$ cat src/rtl/rv32_data_bus_pkg.sv
// Shared types and constants for the rv32 data-side interconnect: request
// record, FSM state encoding and sizing helpers.
package rv32_data_bus_pkg;

   typedef logic [31:0] rv32_word;

   typedef struct packed {
      logic     valid;
      rv32_word addr;
      rv32_word wdata;
      logic [3:0] wstrb;
      logic     we;
   } memory_request_t;

   typedef enum logic [1:0] {
      IDLE,
      WAIT,
      RESP
   } bus_state_t;

   localparam rv32_word BUS_ERR_DATA = 32'hDEAD_BEEF;

   // Index width that stays legal for a single-target build.
   function automatic int idx_width(input int n);
      return (n > 1) ? $clog2(n) : 1;
   endfunction

   function automatic int cnt_width(input int t);
      return (t > 0) ? $clog2(t + 1) : 1;
   endfunction

endpackage

$ cat src/rtl/rv32_data_bus_if.sv
// Core/target signal bundle of the data interconnect. The slave modport is the
// interconnect's view; master is the view of whatever drives the core and targets.
interface rv32_data_bus_if #(
   parameter int NUM_TARGETS = 2
) ();
   import rv32_data_bus_pkg::*;

   memory_request_t                        core_req;
   logic                                   core_done;
   rv32_word                               core_data;
   logic                                   core_err;
   logic                                   busy;
   memory_request_t [NUM_TARGETS-1:0]      tgt_req;
   logic [NUM_TARGETS-1:0]                 tgt_done;
   logic [NUM_TARGETS-1:0][31:0]           tgt_data;

   modport slave (
      input  core_req, tgt_done, tgt_data,
      output core_done, core_data, core_err, busy, tgt_req
   );

   modport master (
      output core_req, tgt_done, tgt_data,
      input  core_done, core_data, core_err, busy, tgt_req
   );

endinterface

$ cat src/rtl/rv32_data_bus_decoder.sv
// Combinational base/mask address decoder: lowest-index hit wins, reported as
// a one-hot vector plus its encoded index, with an unmapped flag when nothing hits.
module rv32_data_bus_decoder
   import rv32_data_bus_pkg::*;
#(
   parameter int       NUM_TARGETS = 2,
   parameter rv32_word BASE_ADDR [NUM_TARGETS] = '{default: 32'h0},
   parameter rv32_word ADDR_MASK [NUM_TARGETS] = '{default: 32'hF000_0000},
   parameter int       IDX_W = idx_width(NUM_TARGETS)
) (
   input  rv32_word               addr,
   output logic [NUM_TARGETS-1:0] hit_onehot,
   output logic                   unmapped,
   output logic [IDX_W-1:0]       idx
);

   logic [NUM_TARGETS-1:0] hit;

   genvar gi;
   generate
      for (gi = 0; gi < NUM_TARGETS; gi++) begin : g_hit
         assign hit[gi] = ((addr & ADDR_MASK[gi]) == BASE_ADDR[gi]);
      end
   endgenerate

   // Scan downwards so the lowest matching index is the last one written.
   always_comb begin
      idx = '0;
      for (int i = NUM_TARGETS - 1; i >= 0; i--) begin
         if (hit[i]) begin
            idx = IDX_W'(i);
         end
      end
   end

   assign unmapped = ~|hit;

   generate
      for (gi = 0; gi < NUM_TARGETS; gi++) begin : g_onehot
         assign hit_onehot[gi] = hit[gi] && (idx == IDX_W'(gi));
      end
   endgenerate

endmodule

$ cat src/rtl/rv32_data_bus.sv
// Data-side interconnect between the core and NUM_TARGETS slaves: decodes,
// forwards one request at a time, and answers with data, unmapped or timeout error.
module rv32_data_bus
   import rv32_data_bus_pkg::*;
#(
   parameter int       NUM_TARGETS = 2,
   parameter rv32_word BASE_ADDR [NUM_TARGETS] = '{32'h0, 32'h8000_0000},
   parameter rv32_word ADDR_MASK [NUM_TARGETS] = '{32'hF000_0000, 32'hF000_0000},
   parameter int       TIMEOUT_CYC = 64,
   parameter rv32_word ERR_DATA = BUS_ERR_DATA
) (
   input  logic            clk,
   input  logic            resetn,
   rv32_data_bus_if.slave  bus
);

   localparam int IDX_W    = idx_width(NUM_TARGETS);
   localparam int CNT_W    = cnt_width(TIMEOUT_CYC);
   localparam int LAST_INT = (TIMEOUT_CYC > 0) ? TIMEOUT_CYC - 1 : 0;
   localparam logic [CNT_W-1:0] CNT_LAST = CNT_W'(LAST_INT);

   bus_state_t       state_reg, state_next;
   logic [IDX_W-1:0] sel_reg, sel_next;
   logic [CNT_W-1:0] cnt_reg, cnt_next;
   rv32_word         data_reg, data_next;
   logic             err_reg, err_next;

   logic [NUM_TARGETS-1:0] dec_onehot;
   logic                   dec_unmapped;
   logic [IDX_W-1:0]       dec_idx;
   logic                   accept;
   logic                   timeout_hit;
   memory_request_t        req_fwd;
   memory_request_t        req_idle;

   rv32_data_bus_decoder #(
      .NUM_TARGETS (NUM_TARGETS),
      .BASE_ADDR   (BASE_ADDR),
      .ADDR_MASK   (ADDR_MASK),
      .IDX_W       (IDX_W)
   ) u_decoder (
      .addr       (bus.core_req.addr),
      .hit_onehot (dec_onehot),
      .unmapped   (dec_unmapped),
      .idx        (dec_idx)
   );

   // Gating with resetn keeps every target quiet while reset is held.
   assign accept      = resetn && bus.core_req.valid && (state_reg == IDLE) && !dec_unmapped;
   assign timeout_hit = (TIMEOUT_CYC != 0) && (cnt_reg == CNT_LAST);

   always_comb begin
      req_fwd        = bus.core_req;
      req_fwd.valid  = accept;
      req_idle       = bus.core_req;
      req_idle.valid = 1'b0;
   end

   genvar gi;
   generate
      for (gi = 0; gi < NUM_TARGETS; gi++) begin : g_tgt
         assign bus.tgt_req[gi] = dec_onehot[gi] ? req_fwd : req_idle;
      end
   endgenerate

   always_comb begin
      state_next = state_reg;
      sel_next   = sel_reg;
      cnt_next   = cnt_reg;
      data_next  = data_reg;
      err_next   = err_reg;
      case (state_reg)
         IDLE: begin
            if (bus.core_req.valid) begin
               if (dec_unmapped) begin
                  state_next = RESP;
                  data_next  = ERR_DATA;
                  err_next   = 1'b1;
               end else begin
                  sel_next = dec_idx;
                  cnt_next = '0;
                  err_next = 1'b0;
                  // A combinational target may answer in the request cycle itself.
                  if (bus.tgt_done[dec_idx]) begin
                     data_next  = bus.tgt_data[dec_idx];
                     state_next = RESP;
                  end else begin
                     state_next = WAIT;
                  end
               end
            end
         end
         WAIT: begin
            if (bus.tgt_done[sel_reg]) begin
               data_next  = bus.tgt_data[sel_reg];
               err_next   = 1'b0;
               state_next = RESP;
            end else if (timeout_hit) begin
               data_next  = ERR_DATA;
               err_next   = 1'b1;
               state_next = RESP;
            end else if (cnt_reg != '1) begin
               cnt_next = cnt_reg + 1'b1;
            end
         end
         RESP: begin
            state_next = IDLE;
         end
         default: begin
            state_next = IDLE;
         end
      endcase
   end

   always_ff @(posedge clk or negedge resetn) begin
      if (!resetn) begin
         state_reg <= IDLE;
         sel_reg   <= '0;
         cnt_reg   <= '0;
         data_reg  <= '0;
         err_reg   <= 1'b0;
      end else begin
         state_reg <= state_next;
         sel_reg   <= sel_next;
         cnt_reg   <= cnt_next;
         data_reg  <= data_next;
         err_reg   <= err_next;
      end
   end

   assign bus.core_done = (state_reg == RESP);
   assign bus.core_err  = (state_reg == RESP) && err_reg;
   assign bus.core_data = (state_reg == RESP) ? data_reg : '0;
   assign bus.busy      = (state_reg != IDLE);

endmodule

$ cat src/flat_wrapper.sv
// flat-port wrapper written by rule: the top's interface ports become plain ports
module rv32_data_bus_flat import rv32_data_bus_pkg::*;
#(
   parameter int       NUM_TARGETS = 2,
   parameter rv32_word BASE_ADDR [NUM_TARGETS] = '{32'h0, 32'h8000_0000},
   parameter rv32_word ADDR_MASK [NUM_TARGETS] = '{32'hF000_0000, 32'hF000_0000},
   parameter int       TIMEOUT_CYC = 64,
   parameter rv32_word ERR_DATA = BUS_ERR_DATA
)
  (clk, resetn, bus_core_req, bus_tgt_done, bus_tgt_data, bus_core_done, bus_core_data, bus_core_err, bus_busy, bus_tgt_req);
  rv32_data_bus_if #(.NUM_TARGETS(NUM_TARGETS)) bus_i ();
  input  logic clk;
  input  logic resetn;
  input wire logic [$bits(bus_i.core_req)-1:0] bus_core_req;
  input wire logic [$bits(bus_i.tgt_done)-1:0] bus_tgt_done;
  input wire logic [$bits(bus_i.tgt_data)-1:0] bus_tgt_data;
  output wire logic [$bits(bus_i.core_done)-1:0] bus_core_done;
  output wire logic [$bits(bus_i.core_data)-1:0] bus_core_data;
  output wire logic [$bits(bus_i.core_err)-1:0] bus_core_err;
  output wire logic [$bits(bus_i.busy)-1:0] bus_busy;
  output wire logic [$bits(bus_i.tgt_req)-1:0] bus_tgt_req;
  assign bus_i.core_req = bus_core_req;
  assign bus_i.tgt_done = bus_tgt_done;
  assign bus_i.tgt_data = bus_tgt_data;
  assign bus_core_done = bus_i.core_done;
  assign bus_core_data = bus_i.core_data;
  assign bus_core_err = bus_i.core_err;
  assign bus_busy = bus_i.busy;
  assign bus_tgt_req = bus_i.tgt_req;
  rv32_data_bus #(.NUM_TARGETS(NUM_TARGETS), .BASE_ADDR(BASE_ADDR), .ADDR_MASK(ADDR_MASK), .TIMEOUT_CYC(TIMEOUT_CYC), .ERR_DATA(ERR_DATA)) u_core (.clk(clk), .resetn(resetn), .bus(bus_i));
endmodule
$ cat config.mk
export PLATFORM = sky130hd
export DESIGN_NAME = rv32_data_bus_flat
export DESIGN_NICKNAME = d
export VERILOG_FILES = /design/src/rtl/rv32_data_bus_pkg.sv /design/src/rtl/rv32_data_bus_if.sv /design/src/rtl/rv32_data_bus_decoder.sv /design/src/rtl/rv32_data_bus.sv /design/src/flat_wrapper.sv
export SDC_FILE = /design/constraint.sdc
export NUM_CORES = 1
export LEC_CHECK = 0
export BUFFER_PORTS_ARGS = -buffer_cell sky130_fd_sc_hd__buf_4
export CELL_PAD_IN_SITES_DETAIL_PLACEMENT = 1
export CELL_PAD_IN_SITES_GLOBAL_PLACEMENT = 1
export CORE_MARGIN = 3
export CORE_UTILIZATION = 27
export CTS_CLUSTER_SIZE = 12
export DETAILED_ROUTE_END_ITERATION = 8
export PLACE_DENSITY = 0.83
export SLEW_MARGIN = 20
export SYNTH_ARGS = -nofsm -noshare
export SYNTH_HDL_FRONTEND = slang
export SYNTH_SLANG_ARGS = --single-unit
$ cat constraint.sdc
create_clock -name clk -period 1.9 [get_ports clk]
set_input_delay 0.475 -clock clk [delete_from_list [all_inputs] [get_ports clk]]
set_output_delay 0.475 -clock clk [all_outputs]
set_load 0.01 [all_outputs]
Word level (Yosys, flattened, before mapping)
Cells that the tools add are included.

Bits in read-only memories: 0. Bits in registers: 43. Latch bits: 0. Logic and storage cells: 73. RAM bits: 0. Memories: 0.

Add/sub/neg operators: 1. Mux-type cells: 36. $lt $le $gt $ge: 2. Multiply operators: 0. Bitwise operators: 1. Shifts and indexed selects: 0. Reductions and logical operators: 16. Eq/ne operators: 12. Divide/modulo/power cells: 0.

Operator list (number): $mux 32 (10); $mux 70 (2); $pmux 32 s2 (1); $mux 7 (5); $logic_not 32->1 (1); $pmux 7 s2 (1); $mux 1 (10); $mux 2 (5); $ne 2x2->1 const B (4); $add 7x1->7 const B (1); $eq 7x6->1 const B (1); $ne 7x7->1 const B (1); $logic_and 1x1->1 (6); $reduce_and 3->1 (2); $reduce_and 6->1 (1); $eq 4x4->1 const B (1); $lt 1x2->1 const B (2); $pmux 2 s2 (1); $reduce_and 4->1 (1); $reduce_bool 2->1 (2); $ne 3x1->1 const B (1); $ne 3x3->1 const B (1); $eq 2x1->1 const B (1); $eq 2x2->1 const B (1); 6 further kinds (6).

Depth between registers and ports, before layout
Gate-level depths: netlist of run 1.

Depth in word-level cells: 9. Gate-level depth with buffers: 6. Mapped depth without buffers: 5.

Hierarchy
Synthesis of run 1 repeated with hierarchy kept, for this count alone.

Cell total of the unflattened synthesis: 377. Area, all modules: 3438.3 um2.

By module, submodules not included: rv32_data_bus (area an instance 3409.5 um2, cells each 373, times used 1, seq. area each 1076.0 um2); rv32_data_bus_decoder (area an instance 28.8 um2, cells each 4, times used 1, seq. area each 0.0 um2).

Worst setup path before layout of run 1
No wires, ideal clock.

Path kind: in2out. From: input port bus_core_req[66]. To: output port bus_tgt_req[69]. Stages: 5. Arrival time: 1311 ps. Data required time: 1425 ps. Path slack: 114 ps. Cells stage by stage: nor3_4 and2_1 clkbuf_1 nand2_1 nor2_1.

Cells in the longest elaborated chain, start to end: 6. Elaborated cells on any way between the ends: 9. Those cells by class: eq/ne (1); mux (3); bitwise (1); reduce/logical (4).

RTL lines: start: declaration (RTL line flat_wrapper.sv:14) `input wire logic [$bits(bus_i.core_req)-1:0] bus_core_req;`; $eq 4x4->1 (RTL line rv32_data_bus_decoder.sv:22) `assign hit[gi] = ((addr & ADDR_MASK[gi]) == BASE_ADDR[gi]);`; $mux 1 (2 in series) (RTL line rv32_data_bus_decoder.sv:30) `if (hit[i]) begin`; $not 1->1 (RTL line rv32_data_bus_decoder.sv:40) `assign hit_onehot[gi] = hit[gi] && (idx == IDX_W'(gi));`; $logic_and 1x1->1 (RTL line rv32_data_bus_decoder.sv:40); $mux 70 * (RTL line rv32_data_bus.sv:62) `assign bus.tgt_req[gi] = dec_onehot[gi] ? req_fwd : req_idle;`; end: declaration (RTL line flat_wrapper.sv:21) `output wire logic [$bits(bus_i.tgt_req)-1:0] bus_tgt_req;`.

Mark *: on every way between the ends. The rest lies on a longest branch, timed or not.

Final worst setup path of run 1
From: register u_core.state_reg[0]. To: output port bus_tgt_req[69].

Cells in the longest elaborated chain, start to end: 4.

RTL lines: start: declaration (RTL line rv32_data_bus.sv:22) `bus_state_t state_reg, state_next;`; start signal: assignment (RTL line rv32_data_bus.sv:123) `state_reg <= state_next;`; $logic_not 2->1 (RTL line rv32_data_bus.sv:49) `assign accept = resetn && bus.core_req.valid && (state_reg == IDLE) && !dec_unmapped;`; $logic_and 1x1->1 (2 in series) (RTL line rv32_data_bus.sv:49); $mux 70 (RTL line rv32_data_bus.sv:62).

No other way between the ends.

==> flow_metrics.env, run 1 <==
export IMPL_grt_busiest_layer="met2"
export IMPL_gp_congestion=0.719
export IMPL_ys_seq_area_frac=0.290
export IMPL_hold_slack_ns=0.302
export IMPL_syn_inst=391
export IMPL_drc=0
export IMPL_placed_cells=546
export IMPL_stdcell_count=561
export IMPL_drt_total_wl_um=9480
export IMPL_drive_gt1_frac=0.499
export IMPL_crit_chain="nor3b_4 -> and2_4 -> nand2_2 -> nor2_1 -> buf_4"
export IMPL_finalHoldViolations=0
export IMPL_fin_setup_tns_ns=-0.0458
export IMPL_core_area_um2=13300
export IMPL_globalRouteMet1Util=0.138
export IMPL_synth_main_ff_cell="dfrtp_1"
export IMPL_die_h_um=123
export IMPL_max_cap_violations=0
export IMPL_synth_area_per_cell_um2=9.48
export IMPL_finalCritPeriodShare=1.01
export IMPL_reg2reg_depth=5
export IMPL_io_pins=313
export IMPL_slew_viol_final=0
export IMPL_viasPerCell=4.55
export IMPL_cp_arrival_ns=1.45
export IMPL_cts_tree="yes"
export IMPL_r2r_start="u_core.state_reg[1]"
export IMPL_grt_use_total=0.124
export IMPL_die_area_um2=15200
export IMPL_num_vias=2554
export IMPL_slowest_delay_ns=0.47
export IMPL_syn_nets=530
export IMPL_cp_start_kind="flip-flop"
export IMPL_grt_use_met3=0.0348
export IMPL_layout_min_cycle_time_ns=1.93
export IMPL_r2r_slack_ns=0.04
export IMPL_grt_setup_unrepaired="true"
export IMPL_fin_area_um2=4100
export IMPL_ant_nets=0
export IMPL_status="finished, violations left"
export IMPL_clock_skew_final_ns=0.00598
export IMPL_grt_antenna_before_repair=0
export IMPL_drt_iter0_markers=113
export IMPL_cts_root_buf="clkbuf_16"
export IMPL_setup_viol=2
export IMPL_crit_required_ns=1.42
export IMPL_start_util=0.278
export IMPL_h_tree_depth=2
export IMPL_io_buffers=117
export IMPL_finalPower_mw=2.84
export IMPL_synthArstFlopShare=1.00
export IMPL_leakagePower_nw=2.02
export IMPL_grt_pass1_wl_um=14500
export IMPL_syn_cell_area_um2=3700
export IMPL_die_w_um=123
export IMPL_hp_class="in2async"
export IMPL_largest_register_ffs=32
export IMPL_dp_slack_ns=-0.0653
export IMPL_nNetsFinal=523
export IMPL_violations="setup timing"
export IMPL_critPathKind="reg2out"
export IMPL_grt_pass1_vias=2780
export IMPL_overflow=0
export IMPL_gr_usage_met2=0.215
export IMPL_post_dp_cell_area_um2=3830
export IMPL_diodes=0
export IMPL_yosysWarnings=0
export IMPL_clk_latency_ns=0.29
export IMPL_max_slew_margin_rel=0.593
export IMPL_p_per_area_nw_per_um2=691
export IMPL_synth_edf_count=0
export IMPL_final_core_util=0.307
export IMPL_syn_to_final_growth_pct=10.7
export IMPL_worstMarginPinSlew_ns=0.610
export IMPL_rows=42
export IMPL_r2r_end="u_core.data_reg[18]"
export IMPL_crit_slowest_cell="dfrtp_2"
export IMPL_ys_seq_elements=43
export IMPL_grt_start_max_net_pins=44
export IMPL_path_max_fanout=4
export IMPL_wl_per_cell_um=16.9
export IMPL_cts_buffers=5
export IMPL_netlist_cell_type_count=47
export IMPL_peakVddDrop_mv=0.352
export IMPL_path_clk_slew_ns=0.07
export IMPL_firstDrtPassIters=3
export IMPL_max_freq_mhz=519
export IMPL_setup_slack_ns=-0.0271
export IMPL_hpwl_um=6950
export IMPL_cts_buffer_depth=2
export IMPL_endpoint_kind="primary output"
export IMPL_cts_sinks=43
## worst max-delay path, delay by kind of cell (launching register included)
kind | cells | cell delay (ns)
buffers and inverters | 1 | 0.13
DFF | 1 | 0.47
and+or+nand+nor | 4 | 0.55
## power by group
group / total (mW) / internal (mW) / switching (mW)
registers: 1.09 / 1.02 / 0.0735
clock network: 0.943 / 0.560 / 0.383
logic: 0.803 / 0.435 / 0.368
## area by class of cell
cell class | count | area (um^2)
fill | 1547 | 9250
sequential | 43 | 1080
clock inverter | 1 | 7.51
inverter | 28 | 105
timing repair buffer | 140 | 1130
multi-input combinational | 166 | 1410
tap | 176 | 220
clock buffer | 7 | 153
## how the worst max path moves through the flow
stage / startpoint / to / slack [ns] / cells past startpoint
5_1_grt: u_core.state_reg[0] / bus_tgt_req[69] / -0.07 / 5
4_1_cts: u_core.state_reg[0] / bus_tgt_req[139] / -0.01 / 4
2_1_floorplan: bus_core_req[66] / bus_tgt_req[69] / 0.11 / 5
6_report: u_core.state_reg[0] / bus_tgt_req[69] / -0.03 / 5
3_5_place_dp: bus_core_req[66] / u_core.data_reg[18] / -0.07 / 5
3_3_place_gp: bus_core_req[66] / u_core.data_reg[0] / -0.007 / 5
## Yosys cell counts, drive strengths merged (2+ instances only)
cell    instances  share of area
and3            2         0.0034
inv            28          0.028
o22ai          24          0.074
a31oi          10          0.021
mux2i          26          0.070
dfrtp          43           0.29
o311ai          2         0.0068
o31ai           3         0.0098
o21ai           2         0.0027
nand2b          2         0.0034
buf           150           0.31
and2           35          0.059
nand2           9          0.011
nand3           3         0.0041
nor2            3         0.0030
a21oi          14          0.022
nor2b           2         0.0054
or3             3         0.0064
clkbuf          4         0.0041
a22oi           9          0.018
## layout by cell type (no fill, tap or decap), types with 2 or more instances in the layout
master,count
buf_4,131
dfrtp_1,41
and2_1,34
inv_1,28
mux2i_1,26
o22ai_2,23
a21oi_1,13
a22oi_1,9
a31oi_1,9
nand2_1,7
clkbuf_16,5
buf_12,5
buf_6,4
nor2_1,3
nand3_1,3
nor2b_4,2
nand2b_1,2
o31ai_1,2
or3_1,2
o21ai_0,2
clkbuf_8,2
dfrtp_2,2
## routing by layer
layer / share of wire / wire (um)
met5: 0 / 0
met4: 0.036 / 345
met3: 0.080 / 760
met2: 0.50 / 4750
met1: 0.38 / 3620
## timing repair
action	4_1_cts	5_1_grt
setup endpoints to repair	36	67
gates resized for setup	6	9
setup buffers	3	4
hold buffers	0	0
pin swaps	0	9
## logic make-up (layout without fill, tap and decap cells)
logic type	Yosys count	in the layout	synth area share
buf+inv	182	176	0.341
compound gates	71	71	0.173
simple gates	68	68	0.121
flops	43	43	0.290
mux	26	26	0.0702
fa+ha+maj	1	1	0.00338
(Power assumes the default switching activity.)
==> run 2, diff against run 1 <==
- CTS_BUF_LIST: unset -> sky130_fd_sc_hd__clkbuf_4
==> run 2 against run 1 <==
Effect of this change: the run still ends with setup timing left; sequential power is essentially flat; wire length grew 2.9%; critical path depth is the same; critical path type unchanged; hold slack lost 0.12 ns; critical endpoint unchanged; clock-buffer cell count shrank 2; die area is the same; largest cell class unchanged; cell count grew 0.36%.
==> flow_metrics.env, run 2 (synthesis gave the netlist of run 1 again) <==
export IMPL_status="finished, violations left"
export IMPL_violations="setup timing"
export IMPL_finalHoldViolations=0
export IMPL_seqCellArea_um2=1080
export IMPL_cts_buffer_depth=2
export IMPL_h_tree_depth=2
export IMPL_drt_total_wl_um=9750
export IMPL_grt_start_max_net_pins=44
export IMPL_io_pins=313
export IMPL_start_util=0.278
export IMPL_overflow=0
export IMPL_path_clk_slew_ns=0.14
export IMPL_final_common_cell="buf_4"
export IMPL_cts_hold_buf=0
export IMPL_drc=0
export IMPL_cp_arrival_ns=1.58
export IMPL_grt_use_total=0.124
export IMPL_die_h_um=123
export IMPL_hold_slack_ns=0.186
export IMPL_max_freq_mhz=487
export IMPL_viasPerCell=4.57
export IMPL_drive_gt1_frac=0.495
export IMPL_p_per_area_nw_per_um2=593
export IMPL_final_core_util=0.304
export IMPL_syn_to_final_growth_pct=9.52
export IMPL_clock_skew_final_ns=0.0138
export IMPL_endpoint_kind="primary output"
export IMPL_firstDrtPassIters=4
export IMPL_setup_slack_ns=-0.152
export IMPL_cts_buffers=5
export IMPL_dp_slack_ns=-0.0653
export IMPL_cts_root_buf="clkbuf_4"
export IMPL_setup_viol=42
export IMPL_final_cell_mix="126 x buf_4, 41 x dfrtp_1, 32 x and2_1"
export IMPL_die_w_um=123
export IMPL_nFillCells=1555
export IMPL_rows=42
export IMPL_die_area_um2=15200
export IMPL_path_max_fanout=4
export IMPL_cts_sinks=43
export IMPL_critPathTopFamily="simple AND/OR/NAND/NOR gates"
export IMPL_grt_antenna_before_repair=1
export IMPL_max_slew_margin_rel=0.593
export IMPL_hp_class="in2async"
export IMPL_cp_start_kind="flip-flop"
export IMPL_gp_congestion=0.719
export IMPL_crit_slowest_cell="dfrtp_2"
export IMPL_r2r_slack_ns=-0.02
export IMPL_crit_required_ns=1.42
export IMPL_grt_pass1_vias=2771
export IMPL_num_vias=2573
export IMPL_crit_cells=5
export IMPL_ant_nets=0
export IMPL_hpwl_um=6950
export IMPL_worstMarginPinSlew_ns=0.611
export IMPL_worst_path_buf_inv=1
export IMPL_drt_iter0_markers=114
export IMPL_cts_tree="yes"
export IMPL_core_area_um2=13300
export IMPL_wl_per_cell_um=17.3
export IMPL_io_buffers=117
export IMPL_grt_pass1_wl_um=14600
export IMPL_stdcell_count=563
export IMPL_leakagePower_nw=2.00
export IMPL_crit_chain="nor3b_4 -> and2_4 -> nand2_2 -> nor2_1 -> buf_4"
export IMPL_largest_register_ffs=32
export IMPL_slew_viol_final=0
export IMPL_layout_min_cycle_time_ns=2.05
export IMPL_grt_setup_unrepaired="true"
export IMPL_slowest_delay_ns=0.50
export IMPL_finalCritPeriodShare=1.08
export IMPL_max_cap_violations=0
export IMPL_critPathKind="reg2out"
export IMPL_clk_latency_ns=0.39
export IMPL_placed_cells=546
export IMPL_reg2reg_depth=6
export IMPL_peakVddDrop_mv=0.313
export IMPL_multi_input_area_um2=1410
export IMPL_nNetsFinal=524
-- run 2: changes by cell type in the layout (fill, tap and decap cells not counted), moves of 3 or more --
cell and change:
buf_4 -5, clkbuf_16 -4, o22ai_1 +3, o22ai_2 -3, clkbuf_4 +5
-- run 2: final timing paths --
path,start,endpoint
worst max-delay path,u_core.state_reg[0],bus_tgt_req[69]
worst min-delay path,resetn,u_core.cnt_reg[6]
worst max register to register,u_core.state_reg[0],u_core.data_reg[26]
worst min register to register,u_core.err_reg,u_core.err_reg
max in group asynchronous,resetn,u_core.state_reg[0]
min in group clk,bus_tgt_data[23],u_core.data_reg[23]
-- run 2: worst register-to-register path: stages, from the launching register on --
cell	delay (ns)
dfrtp_2	0.48
buf_4	0.14
buf_6	0.12
or4bb_4	0.49
o31a_4	0.28
o22ai_1	0.20
mux2i_1	0.09
-- run 2: what timing repair did --
| item | CTS | global route |
|---|---|---|
| endpoints found under the setup margin | 37 | 70 |
| gates cloned | 0 | 1 |
| setup buffers | 4 | 3 |
| resized for setup | 9 | 17 |
| pin swaps | 1 | 21 |
-- run 2: area by class of cell --
class	instances	share of cell area
Inverter	28	0.0259
Sequential cell	43	0.266
Clock buffer	5	0.00925
Antenna cell	1	0.000617
Tap cell	176	0.0543
Timing Repair Buffer	141	0.293
Multi-Input combinational cell	166	0.348
Clock inverter	3	0.00370
-- run 2: routing by layer --
layer,up-vias,share of wire,track usage,wire [um]
met5,-,0,0,0
met4,0,0.035,0.0616,340
met3,45,0.078,0.0348,764
met2,115,0.51,0.217,4950
met1,1245,0.38,0.138,3700
li1,1168,-,-,-
-- run 2: where the power goes --
group / switching (mW) / internal, mW
sequential: 0.0735 / 1.02
clock: 0.338 / 0.136
combinational: 0.380 / 0.463
total: 0.792 / 1.61
-- run 2: stage by stage --
stage | setup TNS, ns | area (um^2) | total power [mW]
2_1_floorplan | 0 | 3700 | 1.76
3_5_place_dp | -1.01 | 3830 | 1.90
4_1_cts | -3.91 | 3940 | 2.42
5_1_grt | -7.47 | 4060 | 2.59
3_3_place_gp | -0.00725 | 3830 | 1.86
6_report | -2.88 | 4060 | 2.41
==> run 3, diff against run 2 <==
- MAX_ROUTING_LAYER: unset -> met4
- PLACE_DENSITY: 0.83 -> 0.9
==> run 3 against run 2 <==
Effect of this change: the run still ends with setup timing left; first-iteration DRC count down 56%; largest power group unchanged; sequential share of layout area down 0.40 points; via count down 0.51%; critical path type unchanged; utilization up 0.46 points; critical path depth down 1.
==> flow_metrics.env, run 3 (synthesis gave the netlist of run 1 again) <==
export IMPL_status="finished, violations left"
export IMPL_violations="setup timing"
export IMPL_slew_viol_final=0
export IMPL_firstDrtPassIters=4
export IMPL_r2r_start="u_core.state_reg[1]"
export IMPL_finalHoldViolations=0
export IMPL_largest_register_ffs=32
export IMPL_critPathTopFamily="simple AND/OR/NAND/NOR gates"
export IMPL_syn_to_final_growth_pct=11.2
export IMPL_crit_required_ns=1.42
export IMPL_io_buffers=117
export IMPL_crit_chain="nor3b_4 -> and2_4 -> and3_4 -> buf_6"
export IMPL_cts_hold_buf=0
export IMPL_start_util=0.278
export IMPL_cts_buffer_depth=2
export IMPL_layout_min_cycle_time_ns=1.95
export IMPL_num_vias=2560
export IMPL_grt_antenna_before_repair=1
export IMPL_leakagePower_nw=2.02
export IMPL_critPathKind="reg2out"
export IMPL_grt_use_total=0.121
export IMPL_cts_sinks=43
export IMPL_r2r_end="u_core.data_reg[9]"
export IMPL_gp_congestion=0.765
export IMPL_drc=0
export IMPL_clock_skew_final_ns=0.0172
export IMPL_wl_per_cell_um=16.6
export IMPL_nNetsFinal=527
export IMPL_finalCritPeriodShare=1.02
export IMPL_setup_viol=24
export IMPL_path_clk_slew_ns=0.14
export IMPL_ant_nets=0
export IMPL_crit_start="u_core.state_reg[0]"
export IMPL_fin_setup_tns_ns=-0.320
export IMPL_grt_start_max_net_pins=29
export IMPL_multi_input_area_um2=1460
export IMPL_final_common_cell="buf_4"
export IMPL_clk_latency_ns=0.35
export IMPL_io_pins=313
export IMPL_endpoint_kind="primary output"
export IMPL_placed_cells=548
export IMPL_worst_path_buf_inv=1
export IMPL_nFillCells=1532
export IMPL_max_freq_mhz=514
export IMPL_die_area_um2=15200
export IMPL_worstMarginPinSlew_ns=0.513
export IMPL_grt_setup_unrepaired="true"
export IMPL_viasPerCell=4.52
export IMPL_grt_pass1_vias=2813
export IMPL_seqCellArea_um2=1080
export IMPL_max_slew_margin_rel=0.657
export IMPL_die_h_um=123
export IMPL_cp_start_kind="flip-flop"
export IMPL_r2r_slack_ns=0.01
export IMPL_p_per_area_nw_per_um2=616
export IMPL_final_cell_mix="128 x buf_4, 41 x dfrtp_1, 28 x and2_1, 28 x inv_1, 25 x mux2i_1"
export IMPL_wl_met3_um=633
export IMPL_cts_root_buf="clkbuf_4"
export IMPL_max_cap_violations=0
export IMPL_die_w_um=123
export IMPL_stdcell_count=566
export IMPL_slowest_delay_ns=0.49
export IMPL_setup_slack_ns=-0.0463
export IMPL_rows=42
export IMPL_cp_arrival_ns=1.47
export IMPL_grt_pass1_wl_um=14100
export IMPL_crit_slowest_cell="dfrtp_2"
export IMPL_overflow=0
export IMPL_drt_iter0_markers=50
export IMPL_hp_class="in2async"
export IMPL_cts_buffers=5
export IMPL_cts_tree="yes"
export IMPL_wl_met1_um=3510
export IMPL_peakVddDrop_mv=0.217
export IMPL_h_tree_depth=2
export IMPL_drive_gt1_frac=0.522
export IMPL_top_layer_used="met4"
export IMPL_reg2reg_depth=5
export IMPL_route_met2_wl_um=5040
export IMPL_path_max_fanout=3
export IMPL_hpwl_um=7030
export IMPL_drt_total_wl_um=9380
export IMPL_core_area_um2=13300
==> run 3: cell types whose count changed in the layout (fill, tap and decap cells not counted), moves of 2 or more <==
cell,previous run,this run
and2_4,3,7
and2_1,32,28
o22ai_2,20,23
buf_6,6,11
o22ai_1,4,1
buf_12,6,4
buf_8,2,0
buf_4,126,128
==> run 3: timing repair <==
| action | 4_1_cts | 5_1_grt |
|---|---|---|
| gates resized for setup | 16 | 18 |
| setup endpoints to repair | 36 | 63 |
| gates cloned | 0 | 0 |
| pin swaps | 5 | 11 |
| buffers inserted | 3 | 6 |
==> run 3: per-layer routing <==
layer  up-vias  track usage
met4         0       0.0471
met1      1228        0.133
met5         -            -
li1       1172            -
met3        33       0.0284
met2       127        0.213
==> run 3: how the worst max path moves through the flow <==
stage | slack (ns) | endpoint | cells past startpoint
CTS | -0.1 | bus_tgt_req[139] | 4
global placement | -0.01 | u_core.data_reg[9] | 5
detailed placement | -0.07 | u_core.data_reg[9] | 5
finish | -0.05 | bus_tgt_req[139] | 4
floorplan | 0.11 | bus_tgt_req[69] | 5
global route | -0.15 | bus_tgt_req[69] | 5
==> run 3: report_power, final <==
part | leakage (nW) | total (mW) | switching [mW] | internal, mW
Clock | 0.0426 | 0.581 | 0.310 | 0.271
Combinational | 1.52 | 0.862 | 0.387 | 0.475
Sequential | 0.459 | 1.09 | 0.0775 | 1.02
==> run 3: through the flow <==
stage           util  power, mW  setup slack, ns  hold WS, ns  instance area [um^2]
2_1_floorplan      -       1.76            0.114        0.179                  3700
3_3_place_gp   0.287       1.86          -0.0116        0.457                  3830
3_5_place_dp   0.287       1.90          -0.0655        0.465                  3830
4_1_cts        0.298       2.54          -0.0993       0.0606                  3980
5_1_grt        0.309       2.73           -0.153       0.0577                  4120
6_report       0.309       2.54          -0.0463       0.0755                  4120
==> run 3: cell type report <==
cell class / count / share of cell area
Antenna cell: 1 / 0.000608
Clock buffer: 5 / 0.00911
Clock inverter: 3 / 0.00942
Inverter: 28 / 0.0255
Multi-Input combinational cell: 166 / 0.355
Sequential cell: 43 / 0.262
Tap cell: 176 / 0.0535
Timing Repair Buffer: 144 / 0.285
